File: config.mk
export PLATFORM = sky130hd
export DESIGN_NAME = contra_rom_arbiter_flat
export DESIGN_NICKNAME = d
export VERILOG_FILES = /design/src/rtl/contra_gfx_pkg.sv /design/src/rtl/contra_rom_arbiter_if.sv /design/src/rtl/contra_rr_picker.sv /design/src/rtl/contra_rom_arbiter.sv /design/src/flat_wrapper.sv
export SDC_FILE = /design/constraint.sdc
export NUM_CORES = 1
export LEC_CHECK = 0
export ABC_AREA = 1
export BUFFER_PORTS_ARGS = -buffer_cell sky130_fd_sc_hd__buf_4
export CORE_MARGIN = 1
export CORE_UTILIZATION = 49
export CTS_CLUSTER_SIZE = 40
export DETAILED_ROUTE_END_ITERATION = 16
export HOLD_SLACK_MARGIN = 0.05
export PLACE_DENSITY = 0.84
export SLEW_MARGIN = 15
export SYNTH_ARGS = -nofsm -noshare
export SYNTH_HDL_FRONTEND = slang
export SYNTH_SLANG_ARGS = --single-unit
File: constraint.sdc
create_clock -name vga_clk -period 3.1 [get_ports vga_clk]
set_input_delay 0.775 -clock vga_clk [delete_from_list [all_inputs] [get_ports vga_clk]]
set_output_delay 0.775 -clock vga_clk [all_outputs]
set_load 0.005 [all_outputs]
File: src/rtl/contra_gfx_pkg.sv
// Shared graphics-fetch types: ROM geometry defaults, requester id and response tag.
package contra_gfx_pkg;
  localparam int NUM_REQ_DEF = 3;
  localparam int ADDR_W_DEF  = 15;
  localparam int DATA_W_DEF  = 4;
  localparam int ID_W        = $clog2(NUM_REQ_DEF);

  typedef logic [ID_W-1:0] req_id_t;

  typedef struct packed {
    logic    v;
    req_id_t id;
  } rsp_tag_t;
endpackage

File: src/rtl/contra_rom_arbiter_if.sv
// Requester/ROM bus seen by the graphics ROM arbiter.
interface contra_rom_arbiter_if #(
  parameter int NUM_REQ = 3,
  parameter int ADDR_W  = 15,
  parameter int DATA_W  = 4
);
  logic [NUM_REQ-1:0]        req_valid;
  logic [NUM_REQ*ADDR_W-1:0] req_addr;
  logic [NUM_REQ-1:0]        req_ready;
  logic [NUM_REQ-1:0]        rsp_valid;
  logic [DATA_W-1:0]         rsp_data;
  logic [ADDR_W-1:0]         rom_address;
  logic [DATA_W-1:0]         rom_q;

  modport master (output req_valid, req_addr, rom_q,
                  input  req_ready, rsp_valid, rsp_data, rom_address);
  modport slave  (input  req_valid, req_addr, rom_q,
                  output req_ready, rsp_valid, rsp_data, rom_address);
endinterface

File: src/rtl/contra_rr_picker.sv
// Combinational round-robin picker: first set mask bit at or after i_start, wrapping.
module contra_rr_picker #(
  parameter int N  = 3,
  parameter int IW = 2
) (
  input  logic [N-1:0]  i_mask,
  input  logic [IW-1:0] i_start,
  output logic [N-1:0]  o_gnt,
  output logic          o_found
);
  always_comb begin
    o_gnt   = '0;
    o_found = 1'b0;
    for (int k = 0; k < N; k++) begin
      if (!o_found && i_mask[(int'(i_start) + k) % N]) begin
        o_gnt[(int'(i_start) + k) % N] = 1'b1;
        o_found                        = 1'b1;
      end
    end
  end
endmodule

File: src/rtl/contra_rom_arbiter.sv
// Shares one single-port graphics ROM among fetch requesters: display-priority with a
// starvation guard in active video, plain round-robin in blanking; tagged fixed-latency replies.
module contra_rom_arbiter
  import contra_gfx_pkg::*;
#(
  parameter int NUM_REQ    = NUM_REQ_DEF,
  parameter int ADDR_W     = ADDR_W_DEF,
  parameter int DATA_W     = DATA_W_DEF,
  parameter int ROM_LAT    = 1,
  parameter int STARVE_MAX = 15
) (
  input  logic               vga_clk,
  input  logic               reset,
  input  logic               blank,
  contra_rom_arbiter_if.slave bus
);
  localparam int SW = $clog2(STARVE_MAX + 1);

  req_id_t             r_last;
  logic [SW-1:0]       r_starve;
  logic [ADDR_W-1:0]   r_addr;
  rsp_tag_t            r_tag [0:ROM_LAT];

  req_id_t             w_start;
  req_id_t             w_id;
  logic [NUM_REQ-1:0]  w_mask_rest;
  logic [NUM_REQ-1:0]  w_gnt_all;
  logic [NUM_REQ-1:0]  w_gnt_rest;
  logic [NUM_REQ-1:0]  w_gnt;
  logic                w_found_all;
  logic                w_found_rest;
  logic                w_hs;

  assign w_start     = (r_last == req_id_t'(NUM_REQ - 1)) ? '0 : r_last + 1'b1;
  assign w_mask_rest = {bus.req_valid[NUM_REQ-1:1], 1'b0};

  contra_rr_picker #(.N(NUM_REQ), .IW($bits(req_id_t))) u_pick_all (
    .i_mask  (bus.req_valid),
    .i_start (w_start),
    .o_gnt   (w_gnt_all),
    .o_found (w_found_all)
  );

  contra_rr_picker #(.N(NUM_REQ), .IW($bits(req_id_t))) u_pick_rest (
    .i_mask  (w_mask_rest),
    .i_start (w_start),
    .o_gnt   (w_gnt_rest),
    .o_found (w_found_rest)
  );

  // Starvation override beats the display mapper once the guard saturates.
  always_comb begin
    w_gnt = '0;
    if (reset) begin
      w_gnt = '0;
    end else if (!blank) begin
      if (w_found_all) w_gnt = w_gnt_all;
    end else if (w_found_rest && r_starve == SW'(STARVE_MAX)) begin
      w_gnt = w_gnt_rest;
    end else if (bus.req_valid[0]) begin
      w_gnt    = '0;
      w_gnt[0] = 1'b1;
    end else begin
      w_gnt = w_gnt_rest;
    end
  end

  always_comb begin
    w_id = '0;
    for (int i = 0; i < NUM_REQ; i++)
      if (w_gnt[i]) w_id = req_id_t'(i);
  end

  assign w_hs          = |w_gnt;
  assign bus.req_ready = w_gnt;

  always_ff @(posedge vga_clk) begin
    if (reset) begin
      r_last   <= req_id_t'(NUM_REQ - 1);
      r_starve <= '0;
      r_addr   <= '0;
      for (int k = 0; k <= ROM_LAT; k++) r_tag[k] <= '0;
    end else begin
      if (w_hs) begin
        r_last <= w_id;
        r_addr <= bus.req_addr[int'(w_id)*ADDR_W +: ADDR_W];
      end
      if (!blank || (|w_gnt[NUM_REQ-1:1]))
        r_starve <= '0;
      else if (w_found_rest && r_starve != SW'(STARVE_MAX))
        r_starve <= r_starve + 1'b1;
      r_tag[0] <= '{v: w_hs, id: w_id};
      for (int k = 1; k <= ROM_LAT; k++) r_tag[k] <= r_tag[k-1];
    end
  end

  assign bus.rom_address = r_addr;
  assign bus.rsp_data    = bus.rom_q;

  // Masking with reset hides a tag that is emerging in the very cycle reset arrives.
  for (genvar i = 0; i < NUM_REQ; i++) begin : g_rsp
    assign bus.rsp_valid[i] = ~reset & r_tag[ROM_LAT].v & (r_tag[ROM_LAT].id == req_id_t'(i));
  end
endmodule

File: src/flat_wrapper.sv
// flat-port wrapper written by rule: the top's interface ports become plain ports
module contra_rom_arbiter_flat import contra_gfx_pkg::*;
#(
  parameter int NUM_REQ    = NUM_REQ_DEF,
  parameter int ADDR_W     = ADDR_W_DEF,
  parameter int DATA_W     = DATA_W_DEF,
  parameter int ROM_LAT    = 1,
  parameter int STARVE_MAX = 15
)
  (vga_clk, reset, blank, bus_req_valid, bus_req_addr, bus_rom_q, bus_req_ready, bus_rsp_valid, bus_rsp_data, bus_rom_address);
  contra_rom_arbiter_if #(.NUM_REQ(NUM_REQ), .ADDR_W(ADDR_W), .DATA_W(DATA_W)) bus_i ();
  input  logic vga_clk;
  input  logic reset;
  input  logic blank;
  input wire logic [$bits(bus_i.req_valid)-1:0] bus_req_valid;
  input wire logic [$bits(bus_i.req_addr)-1:0] bus_req_addr;
  input wire logic [$bits(bus_i.rom_q)-1:0] bus_rom_q;
  output wire logic [$bits(bus_i.req_ready)-1:0] bus_req_ready;
  output wire logic [$bits(bus_i.rsp_valid)-1:0] bus_rsp_valid;
  output wire logic [$bits(bus_i.rsp_data)-1:0] bus_rsp_data;
  output wire logic [$bits(bus_i.rom_address)-1:0] bus_rom_address;
  assign bus_i.req_valid = bus_req_valid;
  assign bus_i.req_addr = bus_req_addr;
  assign bus_i.rom_q = bus_rom_q;
  assign bus_req_ready = bus_i.req_ready;
  assign bus_rsp_valid = bus_i.rsp_valid;
  assign bus_rsp_data = bus_i.rsp_data;
  assign bus_rom_address = bus_i.rom_address;
  contra_rom_arbiter #(.NUM_REQ(NUM_REQ), .ADDR_W(ADDR_W), .DATA_W(DATA_W), .ROM_LAT(ROM_LAT), .STARVE_MAX(STARVE_MAX)) u_core (.vga_clk(vga_clk), .reset(reset), .blank(blank), .bus(bus_i));
endmodule
* After elaboration in Yosys (flattened, before gate mapping)
Memory sizes are Yosys's and may differ from the RTL's.
Cells that the tools add are included.
** Storage, ports and cells
- Flip-flop bits (word level) :: 21
- RAM bits :: 6
- Input port bits :: 55
- Output and inout port bits :: 25
- Word-level logic and storage cells :: 103
- Memories :: 1
** Memories
- u_core.r_tag :: words 2, width 3, rd ports 2, clocked after Yosys merged registers in 0, write ports 2, line contra_rom_arbiter.sv:22 : rsp_tag_t r_tag [0:ROM_LAT];
** Cells by class
- Add/subtract/negate cells :: 4
- Multiply operators :: 1
- Div/mod/pow operators :: 3
- Magnitude comparators :: 6
- Equality and inequality tests :: 5
- Shifts and indexed selects :: 1
- Mux-type cells :: 49
- Bitwise logic cells :: 11
- Reductions and logical operators :: 19
** Operators with widths (count)
- $ge A32 B1 Y1 const B :: 3
- $lt A32 B4 Y1 const B :: 3
- $mod A32 B3 Y32 const B :: 2
- $shiftx A45 B32 Y15 :: 1
- $mux W3 :: 13
- $mod A3 B3 Y32 const B :: 1
- $mux W1 :: 25
- $bmux W1 S2 :: 6
- $or A3 B3 Y3 :: 4
- $logic_and A1 B1 Y1 :: 9
- $demux W1 S2 :: 3
- $mul A2 B4 Y6 const B :: 1
- $logic_not A1 Y1 :: 5
- $add A4 B1 Y4 const B :: 1
- $and A1 B1 Y1 :: 4
- $eq A2 B2 Y1 const B :: 2
- $eq A4 B4 Y1 const B :: 1
- $mux W2 :: 2
- $ne A4 B4 Y1 const B :: 1
- $reduce_or A2 Y1 :: 2
- $add A2 B1 Y3 const B :: 1
- $add A2 B2 Y3 const B :: 1
- $reduce_or A3 Y1 :: 1
- $add A2 B1 Y2 const B :: 1
- other kinds (5) :: 6

* Logic depth before layout (Yosys ltp)
- Depth after elaboration :: 21
- Mapped depth :: 20
- Depth with buffers taken out :: 19

* Modules after synthesis
A second synthesis with hierarchy kept.
** Second synthesis, totals
- Cells, all modules :: 330
- Area, all modules :: 2079.5 um^2
** Modules (own cells, without submodules)
- contra_rom_arbiter :: instances 1, cells each 230, area each 1526.5 um^2, seq. area each 540.5 um^2
- contra_rr_picker :: instances 2, cells each 50, area each 276.5 um^2, seq. area each 0.0 um^2

* Least setup slack after synthesis
No wires, ideal clock.
- Path kind :: reg2out
- Start point :: register u_core.r_last[1]
- End point :: output port bus_req_ready[2]
- Arrival :: 1.885 ns
- Required time :: 2.325 ns
- Path slack :: 0.440 ns
- Stages on the path, launching flop included :: 16
- Buffers on the path :: 2
- Path through :: dfxtp_1 -> inv_2 -> nand2_4 -> ha_1 -> nand2_1 -> nand2_1 -> nand2_1 -> nand3_2 -> nand2_1 -> inv_2 -> nand2_1 -> nand2_2 -> nand2_4 -> inv_4 -> buf_6 -> buf_4
** Between the ends
- Cells in the longest elaborated chain, start to end :: 17
- Elaborated cells on any way between the ends :: 71
- Classes of those cells :: add/sub: 3; div: 3; order compare: 6; eq/ne: 1; mux: 42; bitwise: 4; reduce/logical: 12
** RTL lines
- start: declaration :: line contra_rom_arbiter.sv:19 : req_id_t r_last;
- start signal: assignment :: line contra_rom_arbiter.sv:79 : r_last <= req_id_t'(NUM_REQ - 1);
- start signal: assignment :: line contra_rom_arbiter.sv:85 : r_last <= w_id;
- $add A2 B1 Y2 / $eq A2 B2 Y1 (equally long branches) :: line contra_rom_arbiter.sv:34 : assign w_start = (r_last == req_id_t'(NUM_REQ - 1)) ? '0 : r_last + 1'b1;
- $mux W2 (*) :: line contra_rom_arbiter.sv:34
- parallel branches: the longest is 13 deep, another holds $mod A32 B3 Y32
- $mux W3 (*) :: line contra_rom_arbiter.sv:56 : end else if (!blank) begin
- $mux W3 (*) :: line contra_rom_arbiter.sv:54 : if (reset) begin
- end: declaration :: line flat_wrapper.sv:18 : output wire logic [$bits(bus_i.req_ready)-1:0] bus_req_ready;
Mark *: on every way between the ends. The select of a mux whose other input is x is not followed.

* Worst setup path in the final report
- Start point :: register u_core.r_last[0]
- End point :: output port bus_req_ready[1]
Same word-level chain as after synthesis.

==> impl_metrics.env <==
export IMPL_required_ns=2.32
export IMPL_stdcell_area_sq_um=2630
export IMPL_synth_distinct_cells=30
export IMPL_grt_pass1_wl_um=7790
export IMPL_outcome="complete, no violations"
export IMPL_intPower_w=0.000861
export IMPL_peakVddDrop_mv=0.274
export IMPL_cts_root_buf="clkbuf_8"
export IMPL_synth_top_cell_area_share_pct=27.2
export IMPL_syn_area_per_cell_sq_um=6.37
export IMPL_startpoint_type="register"
export IMPL_ys_ff_latch=27
export IMPL_arrival_ns=2.14
export IMPL_stdcell_count=430
export IMPL_ys_seq_area_share_pct=27.2
export IMPL_numCtsBuffers=3
export IMPL_antenna_cells=0
export IMPL_die_area_sq_um=4310
export IMPL_power_density_nw_per_um2=559
export IMPL_track_usage_pct=22.7
export IMPL_maxSlewViolCount=0
export IMPL_grt_ovfl_total=0
export IMPL_yosys_warnings=0
export IMPL_area_growth_pct=32.2
export IMPL_grt_max_degree=33
export IMPL_tightest_slew_ns=0.332
export IMPL_slew_headroom_pct=77.9
export IMPL_antenna_left=0
export IMPL_drc=0
export IMPL_clkPwrFrac_pct=13.8
export IMPL_synth_area_sq_um=1990
export IMPL_clkTransAtPathRegs_ns=0.09
export IMPL_clockBufferDepth=2
export IMPL_critPathCaptureType="output pin"
export IMPL_placedCellCount=421
export IMPL_cts_sinks=27
export IMPL_finalPower_w=0.00147
export IMPL_viasPerCell=5.05
export IMPL_yosysTopAreaCell="dfxtp_1"
export IMPL_wire_per_inst_um=11.7
export IMPL_crit_type="reg2out"
export IMPL_synth_area_leaders="dfxtp_1 (27%), nand2_1 (17%), nand3_1 (9.8%), inv_1 (6.2%), nor2_1 (5.5%)"
export IMPL_switching_share_pct=41.4
export IMPL_seqPwrFrac_pct=31.6
export IMPL_initial_utilization_pct=52.7
export IMPL_num_vias=2172
export IMPL_fin_crit_sh_pct=94.1
export IMPL_gp_congestion=0.962
export IMPL_insertion_delay_ns=0.27
export IMPL_setup_violations=0
export IMPL_drt_pass1_iterations=4
export IMPL_numPortBuffers=71
export IMPL_finalHoldViolCount=0
export IMPL_setup_tns_ns=0
export IMPL_htreeDepth=1
export IMPL_die_w_um=65.7
export IMPL_coreArea_sq_um=3770
export IMPL_dp_hpwl_um=3750
export IMPL_switching_power_w=0.000609
export IMPL_regToRegSetupSlack_ns=0.39
export IMPL_synth_fp_nets=369
export IMPL_cts_tree="done"
export IMPL_pin_count=80
export IMPL_fill_cells=338
export IMPL_finalCriticalPeriod_ns=2.92
export IMPL_p_comb_share_pct=54.6
export IMPL_layout_common_cells="nand2_1 (86), buf_4 (81), nand3_1 (39)"
export IMPL_leakage_nw=1.40
export IMPL_drive_above_1_share_pct=35.1
export IMPL_antenna_found_initial=0
export IMPL_drv_cap=0
export IMPL_rows=22
export IMPL_path_max_fanout=8
export IMPL_max_freq_mhz=343
export IMPL_fin_worst_skew_ns=0.00346
export IMPL_drt_initial_drc_count=118
export IMPL_placed_area_sq_um=2500
export IMPL_hold_path_class="reg2reg"
export IMPL_rsz0062_at_grt="no"
export IMPL_utilization_pct=69.7
export IMPL_wl_um=5010
export IMPL_syn_inst=312
export IMPL_ctsHoldBuffers=0
export IMPL_layout_nets=440
export IMPL_die_y_um=65.7
export IMPL_layout_commonest_cell="nand2_1"
export IMPL_grt_pass1_vias=1856
final timing paths:
| kind | from | end | depth (start not counted) |
|---|---|---|---|
| max | u_core.r_last[0] | bus_req_ready[1] | 14 |
| min | u_core.r_tag[0][1] | u_core.r_tag[0][4] | 2 |
| max reg2reg | u_core.r_last[0] | u_core.bus.rom_address[13] | 16 |
| min reg2reg | u_core.r_tag[0][1] | u_core.r_tag[0][4] | 2 |
power by group through the flow:
stage / sequential [W] / clock [W] / combinational (W)
after global routing: 0.000474 / 0.000219 / 0.000888
after global placement: 0.000470 / 0 / 0.000745
after floorplan: 0.000474 / 0 / 0.000535
after detailed placement: 0.000471 / 0 / 0.000759
final: 0.000464 / 0.000202 / 0.000803
after CTS: 0.000465 / 0.000207 / 0.000762
per-stage QoR:
| step | hold slack [ns] | setup slack [ns] |
|---|---|---|
| floorplan | 0.388 | 0.440 |
| global placement | 0.389 | 0.321 |
| detailed placement | 0.396 | 0.290 |
| CTS | 0.413 | 0.0334 |
| global route | 0.417 | 0.0555 |
| finish | 0.409 | 0.182 |
cell families after synthesis:
kind of cell	after synthesis	share of synthesized area [%]
AND/OR/NAND/NOR	220	55.3
XOR/XNOR	2	0.882
flip-flops	27	27.2
buffers and inverters	54	13.3
adder cells (fa/ha/maj)	2	1.26
AO/OA/AOI/OAI	7	2.01
state kept, by name (all words and copies together) (netlist names):
signal,cells
u_core.r_tag,6
u_core.r_last,2
u_core.r_starve,4
u_core.bus.rom_address,15
synth_stat cells, drive strengths merged:
cell type	n
a21oi	3
a22oi	1
a31oi	2
buf	14
clkbuf	1
clkinv	1
dfxtp	27
ha	2
inv	38
nand2	111
nand3	42
nand3b	4
nand4	15
nor2	44
nor3	3
o21ai	1
or2	1
xnor2	1
xor2	1
final cells by class:
| type | instances | area (sq um) | share of cell area (%) |
|---|---|---|---|
| Clock buffer | 4 | 45.0 | 1.71 |
| Sequential cell | 27 | 542 | 20.6 |
| Timing Repair Buffer | 81 | 608 | 23.1 |
| Multi-Input combinational cell | 231 | 1220 | 46.3 |
| Tap cell | 48 | 60.1 | 2.29 |
| Inverter | 39 | 156 | 5.95 |
routing by layer:
metal	global-route usage, %	routed length [um]	vias to the layer above
li1	-	-	1122
met1	27.5	2140	970
met2	40.8	2550	74
met3	2.43	245	6
met4	7.61	76	0
met5	0	0	-
timing repair:
action,CTS,global route
endpoints found under the setup margin,2,2
pin swaps,0,2
cloned,0,0
buffers inserted,0,5
resized for setup,1,8
worst max-delay path: stages, from the launching register on:
cell and delay (ns):
dfxtp_2 0.37, inv_1 0.10, nand2_4 0.08, ha_4 0.28
nand2_1 0.09, nand2_2 0.11, nand2_2 0.08, nor2_1 0.12
nand2_1 0.07, nand3_1 0.08, nand2_1 0.08, nand2_4 0.13
nand2_8 0.06, inv_4 0.09, buf_4 0.12
Note: power is estimated with default switching activity, not from simulation.
